`src/rtl/vscale_hasti_bridge.sv`:
```
// Bridge from the V-Scale core memory port to a single-master HASTI (AHB-Lite) bus.
// Address phase is combinational from the core request; a small register set tracks the data phase.
module vscale_hasti_bridge (
    input  logic        clk,
    input  logic        reset_n,

    input  logic        core_mem_en,
    input  logic        core_mem_wen,
    input  logic [2:0]  core_mem_size,
    input  logic [31:0] core_mem_addr,
    input  logic [31:0] core_mem_wdata_delayed,
    output logic [31:0] core_mem_rdata,
    output logic        core_mem_wait,
    output logic        core_badmem_e,

    output logic [31:0] haddr,
    output logic        hwrite,
    output logic [2:0]  hsize,
    output logic [2:0]  hburst,
    output logic        hmastlock,
    output logic [3:0]  hprot,
    output logic [1:0]  htrans,
    output logic [31:0] hwdata,
    input  logic [31:0] hrdata,
    input  logic        hready,
    input  logic        hresp
);

    typedef enum logic [1:0] {
        HTRANS_IDLE   = 2'b00,
        HTRANS_NONSEQ = 2'b10
    } htrans_t;

    localparam logic [2:0] HBURST_SINGLE = 3'b000;
    localparam logic [3:0] HPROT_NOPROT  = 4'b0011;
    localparam logic       HRESP_ERROR   = 1'b1;

    localparam logic [2:0] SIZE_BYTE = 3'd0;
    localparam logic [2:0] SIZE_HALF = 3'd1;
    localparam logic [2:0] SIZE_WORD = 3'd2;

    typedef struct packed {
        logic valid;
        logic write;
        logic misaligned;
    } dp_t;

    dp_t  dp;
    logic misaligned;
    logic cancel;
    logic ap_go;

    assign hburst    = HBURST_SINGLE;
    assign hmastlock = 1'b0;
    assign hprot     = HPROT_NOPROT;

    assign haddr  = core_mem_addr;
    assign hsize  = core_mem_size;
    assign hwdata = core_mem_wdata_delayed;
    assign core_mem_rdata = hrdata;
    assign core_mem_wait  = ~hready;

    // NOTE: every signal written in always_comb gets a default first so no latch is inferred.
    always_comb begin
        misaligned = 1'b1;
        case (core_mem_size)
            SIZE_BYTE: misaligned = 1'b0;
            SIZE_HALF: misaligned = core_mem_addr[0];
            SIZE_WORD: misaligned = (core_mem_addr[1:0] != 2'b00);
            default:   misaligned = 1'b1;
        endcase
    end

    // First cycle of a two-cycle ERROR response: the bus must see IDLE here.
    assign cancel = dp.valid & (hresp == HRESP_ERROR) & ~hready;
    assign ap_go  = core_mem_en & ~misaligned & reset_n & ~cancel;

    assign htrans = ap_go ? HTRANS_NONSEQ : HTRANS_IDLE;
    assign hwrite = ap_go & core_mem_wen;

    // Gated by reset_n so nothing is reported while reset is held, even combinationally.
    assign core_badmem_e = reset_n & ((dp.valid & (hresp == HRESP_ERROR)) | dp.misaligned);

    // NOTE: sequential state uses non-blocking assignments so all registers sample the same pre-edge values.
    always_ff @(posedge clk or negedge reset_n) begin
        if (!reset_n) begin
            dp <= '0;
        end else if (hready) begin
            dp.valid      <= ap_go;
            dp.write      <= ap_go & core_mem_wen;
            dp.misaligned <= core_mem_en & misaligned;
        end
    end

endmodule

```
`config.mk`:
```
export PLATFORM = sky130hd
export DESIGN_NAME = vscale_hasti_bridge
export DESIGN_NICKNAME = d
export VERILOG_FILES = /design/src/rtl/vscale_hasti_bridge.sv
export SDC_FILE = /design/constraint.sdc
export NUM_CORES = 1
export LEC_CHECK = 0
export BUFFER_PORTS_ARGS = -buffer_cell sky130_fd_sc_hd__buf_2
export CORE_AREA = 2 2 84 86
export CTS_CLUSTER_SIZE = 12
export DETAILED_ROUTE_END_ITERATION = 7
export DIE_AREA = 0 0 86 88
export GPL_TIMING_DRIVEN = 0
export HOLD_SLACK_MARGIN = 0.12
export SETUP_SLACK_MARGIN = 0.5
export SKIP_CTS_REPAIR_TIMING = 1
export SYNTH_ARGS = -nofsm -noshare
export SYNTH_HDL_FRONTEND = slang
export SYNTH_SLANG_ARGS = --single-unit
export TNS_END_PERCENT = 100
```
`constraint.sdc`:
```
create_clock -name clk -period 2.25 [get_ports clk]
set_clock_uncertainty 0.2 [all_clocks]
set_input_delay 0.225 -clock clk [delete_from_list [all_inputs] [get_ports clk]]
set_output_delay 0.225 -clock clk [all_outputs]
set_load 0.01 [all_outputs]
```
==> reports/metrics.csv <==
metric;value;unit
hold_viol_final;0;
worst_ep_arrival_time;1150;ps
start_kind;flip-flop;
hpwl;2622;um
drc_errors;0;
pwr_density_cell;284.8;nW/um^2
drt-vias-per-instance;3.150;
ant_nets;0;
synth_top_area_frac;0.8331;
drive_gt1_frac;0.9094;
reg2reg_slack;1240;ps
dp_cells;328;
synth_area_leaders;buf_4 (83%), dfrtp_1 (5.1%), nor2b_1 (1.3%);
synth.ff_latch_count;2;
period_needed;1576;ps
die_w;86;um
grt_pass1_vias;771;
setup_tns;0;ps
globalRouteMet1Util;0.03915;
dieArea;7568;um^2
portBuffers;113;
insertion_delay;210;ps
cts_buffer_depth;2;
switchingPower;150.5;uW
met3_usage;0.03393;
hold_end;dp[2];
place_congestion;0.7237;
antennaDiodeCount;0;
rsz0062_at_grt;no;
synth_cells;128;
cts.clk_slew.worst_paths;30;ps
nFillCells;723;
hold_depth;3;
finalSetupViolCount;0;
cts_tree;done;
root_buffer;clkbuf_8;
drv_slew;0;
hold_class;in -> reg;
num_rows;30;
areaGrowthSynthToFinish;78.22;%
top_register;dp;
htreeDepth;1;
synth.yosys.seq_area_share;0.05096;
routedWlPerCell;8.353;um
worstPathMaxFanout;3;
grt_usage;0.05748;
worstSetupEndpointType;primary output;
grt_max_degree;6;
wl;2790;um
antenna_found_initial;0;
synth_top_area_cell;buf_4;
start_util;0.1478;
syn_area;982.2;um^2
drt-pass1-iter-count;4;
rr_worst_depth;2;
reg2reg_from;dp[0];
period_share;0.7003;
top_regs;dp: 2 flops;
largest_register_ffs;2;
synth.distinct_cells;15;
clkPwrFrac;0.279;
drv_cap;0;
syn_avg_cell_area;7.673;um^2
drt_iter0_drc;9;
finalNonFillerCells;334;
clock_sinks;2;
share_seq_of_total_power;0.080;
p_int;348.0;uW
hold-worst-slack;100.6;ps
die-height;88;um
crit_type;reg -> out;
grt_use_met2;0.1113;
gr-max-usage-layer;met2;
peakVddDrop;0.00007928;V
min_from;core_mem_en;
num_vias;1052;
status;completed;
p_leak;1.103;nW
nets;361;
grt_overflow;0;
comb_power_share;0.641;
numCtsBuffers;3;
crit_required;1820;ps
yosys_warnings;0;
pin_count;217;
postLayoutCoreUtil;0.2635;
core_region_area;6644;um^2
grt_first_pass_wirelength;3160;um
switching_share;0.3019;
reg2reg_to;dp[0];
max_freq;634.6;MHz
-- cell type report --
class                           count  area, um^2  share of cell area
Buffer                            109       818.3              0.4675
Timing Repair Buffer              116       595.6              0.3402
Multi-Input combinational cell     22       137.6             0.07863
Tap cell                           80       100.1             0.05718
Sequential cell                     2       50.05             0.02859
Clock buffer                        3       41.29             0.02359
Inverter                            2       7.507            0.004289
-- synthesized netlist by cell type, drive strengths merged --
cell type and n:
inv 2, and3 1, a21oi 2, dfrtp 2, conb 2, nand3 1
nor3 2, o21bai 1, a31o 1, nor4 1, nand2 1, buf 109
nor2b 2, o2bb2ai 1
-- layout by cell type, fill, tap and decap left out --
cell           instances
conb_1                 9
a21oi_1                2
nor3_2                 2
nand2_1                1
clkbuf_8               3
and3_4                 1
inv_1                  2
nand3_1                1
dlygate4sd3_1          3
a31o_2                 1
nor2b_1                2
nor4_2                 1
o2bb2ai_1              1
o21bai_2               1
buf_4                109
dfrtp_1                2
buf_2                113
-- power by group through the flow --
stage	logic, mW	registers [mW]	clock network, mW
floorplan	0.214	0.0400	0
finish	0.320	0.0399	0.139
CTS	0.318	0.0401	0.145
detailed placement	0.318	0.0404	0
global placement	0.315	0.0403	0
global route	0.344	0.0402	0.153
-- cell families after synthesis --
logic type / after synthesis / share of synthesized area
flip-flops: 2 / 0.05096
AND/OR/NAND/NOR: 8 / 0.06113
buffers and inverters: 111 / 0.8408
other: 2 / 0.007646
AO/OA/AOI/OAI: 5 / 0.03949
-- stage by stage --
step | setup WS (ps) | power (mW) | instance area, um^2
finish | 674.3 | 0.4986 | 1750
global route | 580.0 | 0.5375 | 1750
CTS | 584.2 | 0.5033 | 1715
detailed placement | 671.0 | 0.3581 | 1674
global placement | 658.2 | 0.3548 | 1674
floorplan | 981.4 | 0.2538 | 1008
-- metal layers --
layer | vias up | share of wire
met3 | 2 | 0.20
met4 | 0 | 0.014
li1 | 527 | -
met5 | - | 0
met1 | 403 | 0.22
met2 | 120 | 0.57
-- worst max-delay path: stages (launching register included) --
cell	delay, ps
dfrtp_1	380
and3_4	180
nor3_2	140
buf_4	120
buf_2	120
-- worst max path at each step --
stage	startpoint	to	slack (ps)	cells after the start
2_1_floorplan	core_mem_size[0]	hwrite	980	3
3_3_place_gp	core_mem_size[0]	htrans[1]	660	6
3_5_place_dp	core_mem_addr[0]	htrans[1]	670	6
4_1_cts	dp[2]	htrans[1]	580	4
5_1_grt	dp[2]	hwrite	580	3
6_report	dp[2]	htrans[1]	670	4
Note: power is estimated with default switching activity, not from simulation.
